### config.mk
export PLATFORM = sky130hd
export DESIGN_NAME = decode_flat
export DESIGN_NICKNAME = d
export VERILOG_FILES = /design/src/rtl/decode_if.sv /design/src/rtl/decode.sv /design/src/flat_wrapper.sv
export SDC_FILE = /design/constraint.sdc
export NUM_CORES = 1
export LEC_CHECK = 0
export CAP_MARGIN = 20
export CORE_UTILIZATION = 26
export CTS_CLUSTER_DIAMETER = 80
export CTS_CLUSTER_SIZE = 40
export DETAILED_ROUTE_END_ITERATION = 16
export GPL_ROUTABILITY_DRIVEN = 0
export MAX_ROUTING_LAYER = met4
export PLACE_DENSITY = 0.79
export SYNTH_ARGS = -nofsm -noshare
export SYNTH_HDL_FRONTEND = slang
export SYNTH_SLANG_ARGS = --single-unit
export TNS_END_PERCENT = 20
### constraint.sdc
create_clock -name clk -period 1.8 [get_ports clk]
set_input_delay 0.36 -clock clk [delete_from_list [all_inputs] [get_ports clk]]
set_output_delay 0.36 -clock clk [all_outputs]
set_load 0.01 [all_outputs]
### src/rtl/decode_if.sv
// rtl/decode_if.sv - instruction word in, data-memory and register-write controls out
interface decode_if;
   logic [31:0] instr;
   logic        MemWrite;
   logic [3:0]  DMLOp;
   logic [3:0]  DMSOp;
   logic        load;
   logic        store;
   logic        RegWrite;
   logic [1:0]  WRSel;
   logic        ri;
   logic        prev_load;

   modport master (
      output instr,
      input  MemWrite, DMLOp, DMSOp, load, store, RegWrite, WRSel, ri, prev_load
   );

   modport slave (
      input  instr,
      output MemWrite, DMLOp, DMSOp, load, store, RegWrite, WRSel, ri, prev_load
   );
endinterface

### src/rtl/decode.sv
// rtl/decode.sv - M-stage MIPS decoder: memory sub-ops, register write control, registered load flag
module decode (
   input  logic      clk,
   input  logic      reset,
   decode_if.slave   bus
);
   logic [5:0] op;
   logic [5:0] funct;
   logic [4:0] rs;
   logic [3:0] dml_op;
   logic [3:0] dms_op;
   logic       is_load;
   logic       is_store;
   logic       reg_write;
   logic [1:0] wr_sel;
   logic       ri;
   logic       prev_load_q;

   assign op    = bus.instr[31:26];
   assign funct = bus.instr[5:0];
   assign rs    = bus.instr[25:21];

   // Unrecognised encodings only raise ri; all other outputs keep their zero defaults.
   always_comb begin
      dml_op    = 4'd0;
      dms_op    = 4'd0;
      is_load   = 1'b0;
      is_store  = 1'b0;
      reg_write = 1'b0;
      wr_sel    = 2'd0;
      ri        = 1'b0;
      case (op)
         6'b100011: begin is_load = 1'b1; dml_op = 4'd1; end
         6'b100000: begin is_load = 1'b1; dml_op = 4'd2; end
         6'b100100: begin is_load = 1'b1; dml_op = 4'd3; end
         6'b100001: begin is_load = 1'b1; dml_op = 4'd4; end
         6'b100101: begin is_load = 1'b1; dml_op = 4'd5; end
         6'b101011: begin is_store = 1'b1; dms_op = 4'd1; end
         6'b101000: begin is_store = 1'b1; dms_op = 4'd2; end
         6'b101001: begin is_store = 1'b1; dms_op = 4'd3; end
         6'b000000: begin
            case (funct)
               6'b100000, 6'b100001, 6'b100010, 6'b100011,
               6'b100100, 6'b100101, 6'b100110, 6'b100111,
               6'b101010, 6'b101011, 6'b000000, 6'b000010,
               6'b000011, 6'b000100, 6'b000110, 6'b000111,
               6'b010000, 6'b010010, 6'b001001: begin
                  reg_write = 1'b1;
                  wr_sel    = 2'd1;
               end
               6'b001000, 6'b010001, 6'b010011, 6'b011000,
               6'b011001, 6'b011010, 6'b011011: ;
               default: ri = 1'b1;
            endcase
         end
         6'b001000, 6'b001001, 6'b001100, 6'b001101,
         6'b001110, 6'b001111, 6'b001010, 6'b001011: reg_write = 1'b1;
         6'b000100, 6'b000101, 6'b000110, 6'b000111, 6'b000010: ;
         6'b000011: begin
            reg_write = 1'b1;
            wr_sel    = 2'd2;
         end
         6'b010000: begin
            if (bus.instr == 32'h4200_0018) begin
               ri = 1'b0;
            end else if (rs == 5'b00000) begin
               reg_write = 1'b1;
            end else if (rs != 5'b00100) begin
               ri = 1'b1;
            end
         end
         default: ri = 1'b1;
      endcase
      if (is_load) reg_write = 1'b1;
   end

   always_ff @(posedge clk or negedge reset) begin
      if (!reset) prev_load_q <= 1'b0;
      else        prev_load_q <= is_load;
   end

   assign bus.MemWrite  = is_store;
   assign bus.DMLOp     = dml_op;
   assign bus.DMSOp     = dms_op;
   assign bus.load      = is_load;
   assign bus.store     = is_store;
   assign bus.RegWrite  = reg_write;
   assign bus.WRSel     = wr_sel;
   assign bus.ri        = ri;
   assign bus.prev_load = prev_load_q;
endmodule

### src/flat_wrapper.sv
// flat-port wrapper written by rule: the top's interface ports become plain ports
module decode_flat 
  (clk, reset, bus_instr, bus_MemWrite, bus_DMLOp, bus_DMSOp, bus_load, bus_store, bus_RegWrite, bus_WRSel, bus_ri, bus_prev_load);
  decode_if bus_i ();
  input  logic clk;
  input  logic reset;
  input wire logic [$bits(bus_i.instr)-1:0] bus_instr;
  output wire logic [$bits(bus_i.MemWrite)-1:0] bus_MemWrite;
  output wire logic [$bits(bus_i.DMLOp)-1:0] bus_DMLOp;
  output wire logic [$bits(bus_i.DMSOp)-1:0] bus_DMSOp;
  output wire logic [$bits(bus_i.load)-1:0] bus_load;
  output wire logic [$bits(bus_i.store)-1:0] bus_store;
  output wire logic [$bits(bus_i.RegWrite)-1:0] bus_RegWrite;
  output wire logic [$bits(bus_i.WRSel)-1:0] bus_WRSel;
  output wire logic [$bits(bus_i.ri)-1:0] bus_ri;
  output wire logic [$bits(bus_i.prev_load)-1:0] bus_prev_load;
  assign bus_i.instr = bus_instr;
  assign bus_MemWrite = bus_i.MemWrite;
  assign bus_DMLOp = bus_i.DMLOp;
  assign bus_DMSOp = bus_i.DMSOp;
  assign bus_load = bus_i.load;
  assign bus_store = bus_i.store;
  assign bus_RegWrite = bus_i.RegWrite;
  assign bus_WRSel = bus_i.WRSel;
  assign bus_ri = bus_i.ri;
  assign bus_prev_load = bus_i.prev_load;
  decode u_core (.clk(clk), .reset(reset), .bus(bus_i));
endmodule
# Word level (Yosys, flattened, before mapping)

Index checks and enable logic that the tools add are counted.
W data, S select, Z words.

Register bits after elaboration: 1
Output and inout bits: 16
Input port bits: 34

Multiplexer cells: 16
Equal/unequal tests: 50
Reductions and logical operators: 9

Operator list:

| cell                   | number |
|---|---|
| $eq A6 B6 Y1 const B   | 18 |
| $eq A6 B4 Y1 const B   | 10 |
| $eq A6 B5 Y1 const B   | 9 |
| $eq A6 B3 Y1 const B   | 7 |
| $eq A32 B31 Y1 const B | 1 |
| $reduce_or A26 Y1      | 1 |
| $eq A6 B2 Y1 const B   | 4 |
| $reduce_or A22 Y1      | 1 |
| $reduce_or A19 Y1      | 1 |
| $pmux W3 S5            | 1 |
| $logic_not A6 Y1       | 2 |
| $mux W1                | 11 |
| $reduce_or A9 Y1       | 1 |
| $pmux W1 S3            | 2 |
| $pmux W2 S3            | 1 |
| $logic_not A5 Y1       | 1 |
| $ne A5 B3 Y1 const B   | 1 |
| $reduce_or A5 Y1       | 1 |
| $pmux W2 S2            | 1 |
| $reduce_or A3 Y1       | 1 |

# Depth between registers and ports, before layout

Gate-level depths: netlist of the first run.

Depth in word-level cells: 5
Depth in mapped cells: 5

# Worst setup path after synthesis of the first run

No wires, ideal clock.

Kind: input port to output port
Start: input port bus_instr[27]
End: output port bus_RegWrite
Data required time: 1.440 ns
Arrival time: 1.270 ns
Stages: 5
Slack: 0.170 ns
Path buffers: 1
Cell sequence: buf_2 nor2_2 nand3b_2 a311oi_2 a211o_1

Cells in the longest elaborated chain, start to end: 4
Elaborated cells between the ends (all ways): 23
Classes of those cells: 16 x eq/ne; 4 x mux; 3 x reduce/logical

RTL lines:

| item                                          | line               | text |
|---|---|---|
| start: declaration                            | flat_wrapper.sv:7  | `input wire logic [$bits(bus_i.instr)-1:0] bus_instr;` |
| $eq A32 B31 Y1 (tied with other cells)        | decode.sv:64       | `if (bus.instr == 32'h4200_0018) begin` |
| $mux W1 (tied with other cells)               | decode.sv:64       |  |
| $pmux W1 S3 / $mux W1 (equally long branches) | decode.sv:32       | `case (op)` |
| $mux W1 (*)                                   | decode.sv:74       | `if (is_load) reg_write = 1'b1;` |
| end: declaration                              | flat_wrapper.sv:13 | `output wire logic [$bits(bus_i.RegWrite)-1:0] bus_RegWrite;` |

Every way passes the cells marked *; elsewhere a longest branch is shown, timed or not.

# Final worst setup path of the first run

Start: input port bus_instr[4]
End: output port bus_ri

Cells in the longest elaborated chain, start to end: 4
Elaborated cells between the ends (all ways): 31
Classes of those cells: 26 x eq/ne; 3 x mux; 2 x reduce/logical

RTL lines:

| item                                 | line               | text |
|---|---|---|
| $eq A6 B6 Y1 (tied with other cells) | decode.sv:42       | `case (funct)` |
| $reduce_or A26 Y1 (no source line)   | -                  |  |
| $mux W1                              | decode.sv:42       |  |
| $pmux W1 S3 (*)                      | decode.sv:32       |  |
| end: declaration                     | flat_wrapper.sv:15 | `output wire logic [$bits(bus_i.ri)-1:0] bus_ri;` |

Marks and branches as above.

==> results of run 1 <==
-- final timing paths --
check | startpoint | end
worst max-delay path | bus_instr[4] | bus_ri
worst min-delay path | reset | u_core.bus.prev_load$_DFF_PN0_
max in group asynchronous | reset | u_core.bus.prev_load$_DFF_PN0_
min in group clk | bus_instr[27] | u_core.bus.prev_load$_DFF_PN0_
-- cell usage in the layout (no fill, tap or decap), types with 2 or more instances in the layout --
master	synthesis	routed
clkdlybuf4s15_2	0	7
buf_4	4	10
nor3_4	1	2
nand2_1	2	2
clkdlybuf4s50_1	0	4
a21oi_1	4	2
nor2_4	0	2
nor4_2	0	3
nor3b_2	1	3
clkbuf_2	0	4
buf_2	1	12
buf_6	0	6
nor2_2	1	2
nand4_1	2	2
conb_1	1	3
nor2_1	6	3
o21ai_2	0	4
dlygate4sd2_1	0	13
nor3_1	3	2
clkdlybuf4s15_1	0	4
inv_1	3	3
-- logic make-up after synthesis --
group | share of synthesized area [%]
AO/OA/AOI/OAI | 26.3
buffers and inverters | 11.1
flip-flops | 5.99
AND/OR/NAND/NOR | 53.0
multiplexers | 2.69
other | 0.897
-- routing by layer --
layer	GRT usage (%)	up-vias	wire (um)
met3	2.16	6	56
met1	27.1	336	948
met2	40.3	22	1140
met4	9.38	0	57
li1	-	347	-
met5	-	-	0
-- power by group --
group / total (uW) / switching [uW] / internal, uW / leakage [uW]
Combinational: 201 / 97.0 / 104 / 0.000463
Clock: 0 / 0 / 0 / 0
Sequential: 23.7 / 0.149 / 23.6 / 0.0000137
-- timing repair --
item / 4_1_cts / 5_1_grt
pin swaps: 18 / 9
hold endpoints to repair: 0 / 0
setup buffers: 2 / 0
endpoints found under the setup margin: 12 / 8
resized for setup: 122 / 30
cloned: 0 / 0
-- final cells by class --
class | count | area, um2 | area share, %
inverter | 3 | 11.3 | 1.06
multi-input combinational | 55 | 514 | 48.2
sequential | 1 | 25.0 | 2.35
tap | 16 | 20.0 | 1.88
timing repair buffer | 60 | 495 | 46.5
-- through the flow --
stage	setup WS (ns)	setup TNS [ns]	hold slack [ns]	util [%]	area [um2]
2_1_floorplan	0.170	0	0.0644	-	425
3_3_place_gp	-0.741	-7.20	0.509	64.3	968
4_1_cts	-0.0264	-0.0264	0.512	68.7	1030
3_5_place_dp	-0.757	-7.40	0.512	64.3	968
5_1_grt	-0.102	-0.222	0.512	70.8	1070
6_report	-0.0371	-0.0371	0.510	70.8	1070
==> flow_summary.yaml, run 1 <==
run_status:
  run_status: "complete, but fails checks"
  violations: "setup timing"
place:
  hpwl_um: 1450
  port_buffers: 46
  dp_cells: 134
floorplan:
  die_w_um: 42.1
  core_mm2: 0.00151
  rows: 14
  die_h_um: 42.1
  initial_core_util_pct: 27.7
  io_pins: 50
  dieArea_mm2: 0.00177
global_routing:
  grt_pass1_wl_um: 3170
  grt_pass1_vias: 726
  grt_max_degree: 7
  grt_remaining_overflow: 0
  grtUsageTotal_pct: 23.1
  antenna_found_initial: 0
synth:
  synth_edf_count: 0
  ys_types: 34
  yosysMostFrequentCell: "nor2_1"
  async_reset_ff_share_pct: 100
  synth-main-ff-cell: "dfrtp_1"
  yosysSeqAreaShare_pct: 5.99
  synth.largest_area_cell: "buf_4"
  synth_area_leaders: "buf_4 7.2%, dfrtp_1 6.0%, nor2_1 5.4%"
  syn_area_per_cell_um2: 6.74
  ys_ff_latch: 1
  synth_top_area_share_pct: 7.19
  syn_inst: 62
  netlist_area_um2: 418
  yosys-top-cells-count: "6 x nor2_1, 4 x a21oi_1, 4 x buf_4, 4 x o21ai_0"
  yosysWarnings: 0
critical_path:
  critPathMaxStageDelay_ns: 0.30
  end_kind: "output port"
  cp_num_cells: 6
  crit_slowest_cell: "dlygate4sd2_1"
  worst-path-buf-inv: 2
  start_kind: "input pin"
  critPathRequiredTime_ns: 1.44
  path_max_fanout: 4
  critPathArrivalTime_ns: 1.48
  path_delay_family: "buffers and inverters"
  path_cells: "dlygate4sd2_1, nor3b_2, nand4_1, o21ai_2, o311ai_2, buf_2"
  crit_type: "in2out"
finish:
  fill_cells: 125
  largest_reg_flops: 1
  fin_nets: 155
  synthToLayoutAreaGrowth_pct: 155
  diodes: 0
  drive_gt1_share_pct: 58.8
  layout.cells.non_filler: 135
routing:
  drt_first_pass_iters: 4
  ant_nets: 0
  drtIter0Drc: 19
  wl_per_cell_um: 16.3
  vias: 711
  drcViolationCount: 0
  drt_wl_total_um: 2200
  vias_per_cell: 5.27
timing:
  rsz0062_at_grt: "yes"
  setup_viol: 1
  period_minus_slack_ns: 1.84
  maxSlewViolCount: 0
  worst_slack_ns: -0.0371
  finalHoldViolations: 0
  fmax_mhz: 544
  timing.final.crit_share_pct: 102
power_and_ir_drop:
  p_leak_uw: 0.000476
  powerDensity_mw_per_mm2: 211
  max-vdd-ir-drop_v: 0.000109
  finalPower_uw: 225
clock_network:
  ctsHoldBuffers: 0
  cts.reportedPaths.clkPinSlew_ns: 0
run:
  maxCapViolCount: 0
min_path:
  hp-class: "in2async"
Power figures use the tool's default switching activity.
==> run 2: changes to the inputs <==
Settings changed: CORE_MARGIN set to 3, PLACE_DENSITY 0.79 to 0.87.
==> flow_summary.yaml, run 2 (synthesis results as in run 1) <==
critical_path:
  path_cells: "dlygate4sd2_1, inv_2, o21ai_2, buf_4, a311oi_2, a211o_1, buf_2"
  crit_slowest_cell: "a311oi_2"
  critPathMaxStageDelay_ns: 0.30
  critPathArrivalTime_ns: 1.52
  critPathRequiredTime_ns: 1.44
  end_kind: "output port"
  crit_type: "in2out"
  start_kind: "input pin"
  path_max_fanout: 3
global_routing:
  grt_pass1_wl_um: 3240
  grt_max_degree: 7
  grt_pass1_vias: 738
  grt_remaining_overflow: 0
  grtUsageTotal_pct: 20.9
  antenna_found_initial: 0
floorplan:
  dieArea_mm2: 0.00212
  core_mm2: 0.00140
  io_pins: 50
  die_h_um: 46.1
  initial_core_util_pct: 29.9
  rows: 13
  die_w_um: 46.1
power_and_ir_drop:
  p_int_uw: 131
  power_frac_seq_pct: 10.9
  switchingPower_uw: 86.9
  clkPwrFrac_pct: 0
  p_leak_uw: 0.000517
  powerDensity_mw_per_mm2: 209
  combPwrFrac_pct: 89.1
  max-vdd-ir-drop_v: 0.000104
  switching_share_pct: 39.8
timing:
  setup_viol: 2
  fmax_mhz: 532
  timing.final.crit_share_pct: 104
  rsz0062_at_grt: "yes"
  maxSlewViolCount: 0
  tns_ns: -0.128
  finalHoldViolations: 0
  worst_slack_ns: -0.0804
  period_minus_slack_ns: 1.88
finish:
  diodes: 0
  final_common_cell: "buf_4"
  fill_cells: 111
  final_cell_mix: "18 x buf_4, 17 x dlygate4sd2_1, 9 x buf_2"
  largest_reg_flops: 1
  seqCellArea_um2: 25.0
  fin_nets: 161
  synthToLayoutAreaGrowth_pct: 151
  multi_input_area_um2: 457
  drive_gt1_share_pct: 50.4
  stdcell_area_mm2: 0.00105
  utilization_pct: 74.9
routing:
  vias: 755
  drt_first_pass_iters: 4
  ant_nets: 0
  drtIter0Drc: 10
  vias_per_cell: 5.39
  wl_per_cell_um: 16.1
  drcViolationCount: 0
  drt_wl_total_um: 2250
clock_network:
  cts.reportedPaths.clkPinSlew_ns: 0
run_status:
  run_status: "complete, but fails checks"
  violations: "setup timing"
run:
  maxCapViolCount: 0
place:
  placedInstanceArea_um2: 967
  pre_cts_ws_ns: -0.771
  port_buffers: 46
  hpwl_um: 1590
min_path:
  hp-class: "in2async"
-- run 2: changes by cell type in the layout (fill, tap and decap cells not counted), sizes merged --
cell / delta
buf: +4
clkbuf: +2
clkdlybuf4s15: -6
clkdlybuf4s50: +1
dlygate4sd2: +4
dlymetal6s2s: +1
-- run 2: worst paths after layout --
| check | startpoint | endpoint | slack, ns | cells past startpoint |
|---|---|---|---|---|
| hold / removal | reset | u_core.bus.prev_load$_DFF_PN0_ | 0.52 | 1 |
| min in group clk | bus_instr[30] | u_core.bus.prev_load$_DFF_PN0_ | 0.78 | 3 |
| max in group asynchronous | reset | u_core.bus.prev_load$_DFF_PN0_ | 1.18 | 1 |
| setup / recovery | bus_instr[3] | bus_RegWrite | -0.08 | 7 |
-- run 2: final cells by class --
class | instances | area share, %
inverters | 3 | 1.08
repair buffers | 66 | 51.1
flip-flops and latches | 1 | 2.39
well taps | 15 | 1.79
multi-input cells | 55 | 43.6
-- run 2: what timing repair did --
action                     4_1_cts  5_1_grt
resized for setup              108       20
pin swaps                       17        9
hold buffers                     0        0
cloned                           0        0
setup buffers                    5        2
hold endpoints to repair         0        0
setup endpoints to repair       12        9
-- run 2: per-stage QoR --
step	instances	total power, uW	hold slack [ns]
floorplan	64	78.8	0.0644
global placement	133	200	0.508
detailed placement	133	205	0.518
CTS	138	208	0.518
global route	140	230	0.521
finish	140	218	0.517
-- run 2: power by group through the flow --
stage               combinational, uW  sequential (uW)  clock [uW]
floorplan                        54.6             24.2           0
global placement                  176             23.7           0
detailed placement                181             23.8           0
CTS                               184             23.9           0
global route                      206             23.9           0
finish                            195             23.9           0
-- run 2: worst max-delay path: cells and delay by family --
| kind | cells | cell delay, ns |
|---|---|---|
| AOI/OAI and AO/OA | 3 | 0.53 |
| buffers and inverters | 4 | 0.61 |
-- run 2: per-layer routing --
metal	vias to the layer above	wire, um	global-route usage (%)	share of wire [%]
li1	360	-	-	-
met1	351	733	22.9	33
met2	40	1300	40.1	58
met3	4	184	1.95	8.2
met4	0	34	3.98	1.5
met5	-	0	-	0
==> variant (flow settings as in run 1) <==
Make the reset (`reset`) synchronous in one clocked block.
--- a/src/rtl/decode.sv
+++ b/src/rtl/decode.sv
@@ -74,7 +74,7 @@
       if (is_load) reg_write = 1'b1;
    end
 
-   always_ff @(posedge clk or negedge reset) begin
+   always_ff @(posedge clk) begin
       if (!reset) prev_load_q <= 1'b0;
       else        prev_load_q <= is_load;
    end
Check against the original RTL: differs if reset is asserted again (counterexample within 4 cycles, from zero or initial values and one cycle with reset low); with reset held inactive, the same outputs for 10 cycles.
==> variant against run 1 <==
- the run still ends with setup timing left
- power fell by 12%
- core utilization fell by 7.5 points
- first-iteration DRC count down 63%
- die area rose by 4.6%
- routed wire length decreased by 22%
- combinational power down 13%
- area after synthesis grew 4.8%
- via count is 0.28% higher
- worst setup slack got worse by 120 ps
- sequential power is 2% lower
- sequential cell count unchanged
- cell area is 8.5% lower
- critical path type unchanged
==> variant: results (changes against run 1) <==
outcome finished with violations (unchanged); failing checks setup timing (unchanged); worst hold path type in -> reg (was in -> async); WL per Instance 12.5 um (was 16.3 um); vias per cell 5.17 (was 5.27); # setup viols final 2 (was 1); ys async rst share 0% (was 100%); setup ws final -160 ps (was -37.1 ps); post-synthesis sequential area ratio 4.57% (was 5.99%); Filler cells 153 (was 125); largest cells by area after synthesis nor4_1, buf_4, nor2_1 (was buf_4, dfrtp_1, nor2_1); Main synth FF type dfxtp_1 (was dfrtp_1); GR Util All Layers 19.1% (was 23.1%); Synth Area per Inst 6.44 sq um (was 6.74 sq um); post-synthesis compound-gate area fraction 24.6% (was 26.3%); fraction of layout cells with a size suffix above 1 41.8% (was 58.8%); DRT met1 WL 625 um (was 948 um); largest net degree at the start of global routing 12 (was 7); Static Leakage 0.453 nW (was 0.476 nW); count of different cell masters after synthesis 33 (was 34); met3 WL 140 um (was 56 um); worst ir drop on vdd 0.0939 mV (was 0.109 mV); Sum Neg Setup Slack -160 ps (was -37.1 ps); nets 158 (was 155); critical path data arrival time 1600 ps (was 1480 ps); routed wl met2 954 um (was 1.14 mm); max reg flops 1 (unchanged); first-pass GRT wire length 2.81 mm (was 3.17 mm); M2 GR Usage 39.1% (was 40.3%); GRT met1 Usage 20.5% (was 27.1%); Post-Place Cells 136 (was 134); post-synthesis mux area share 2.57% (was 2.69%); dpl ws -939 ps (was -757 ps); Synth top cells by count nor2_1, nand2_1, nor4_1 (was nor2_1, a21oi_1, buf_4, o21ai_0); top layer in use met3 (was met4)
variant: cell count changes after synthesis, moves of 2 or more:
cell / run 1 / this run
nor3_1: 3 / 5
nor3b_1: 3 / 1
nor2b_1: 2 / 0
clkbuf_1: 0 / 4
nor4_1: 3 / 6
a211oi_1: 0 / 2
nand2_1: 2 / 6
o21ai_0: 4 / 2
nand4_1: 2 / 0
o21ai_1: 3 / 0
variant: final timing paths:
path,endpoint,start,slack (ps)
hold / removal,u_core.bus.prev_load,bus_instr[29],880
setup / recovery,bus_ri,bus_instr[11],-160
variant: repair_timing:
item                       in CTS  in global routing
setup buffers                   2                  0
setup endpoints to repair      12                  9
pin swaps                      18                  1
hold buffers                    0                  0
gates resized for setup       111                  4
variant: critical path, stage by stage:
cell     delay [ps]
buf_6            90
or4_4           510
nor4_2          140
a31oi_1         120
nor4_1          180
nor2_1           60
buf_2           140
variant: layout make-up:
| cell class | instances | area share (%) |
|---|---|---|
| well taps | 16 | 2.05 |
| multi-input cells | 57 | 45.0 |
| inverters | 3 | 1.15 |
| repair buffers | 61 | 49.7 |
| flip-flops and latches | 1 | 2.05 |
variant: power by group through the flow:
stage	Clock, mW	Sequential, mW	Combinational (mW)
CTS	0	0.0232	0.171
global placement	0	0.0232	0.180
finish	0	0.0232	0.175
global route	0	0.0233	0.190
detailed placement	0	0.0232	0.184
floorplan	0	0.0235	0.0649
variant: metrics by stage:
| stage | cell area (sq um) | util, % |
|---|---|---|
| after floorplan | 457 | - |
| after global placement | 978 | 63.5 |
| after detailed placement | 978 | 63.5 |
| after CTS | 958 | 62.2 |
| after global routing | 976 | 63.3 |
| final | 976 | 63.3 |
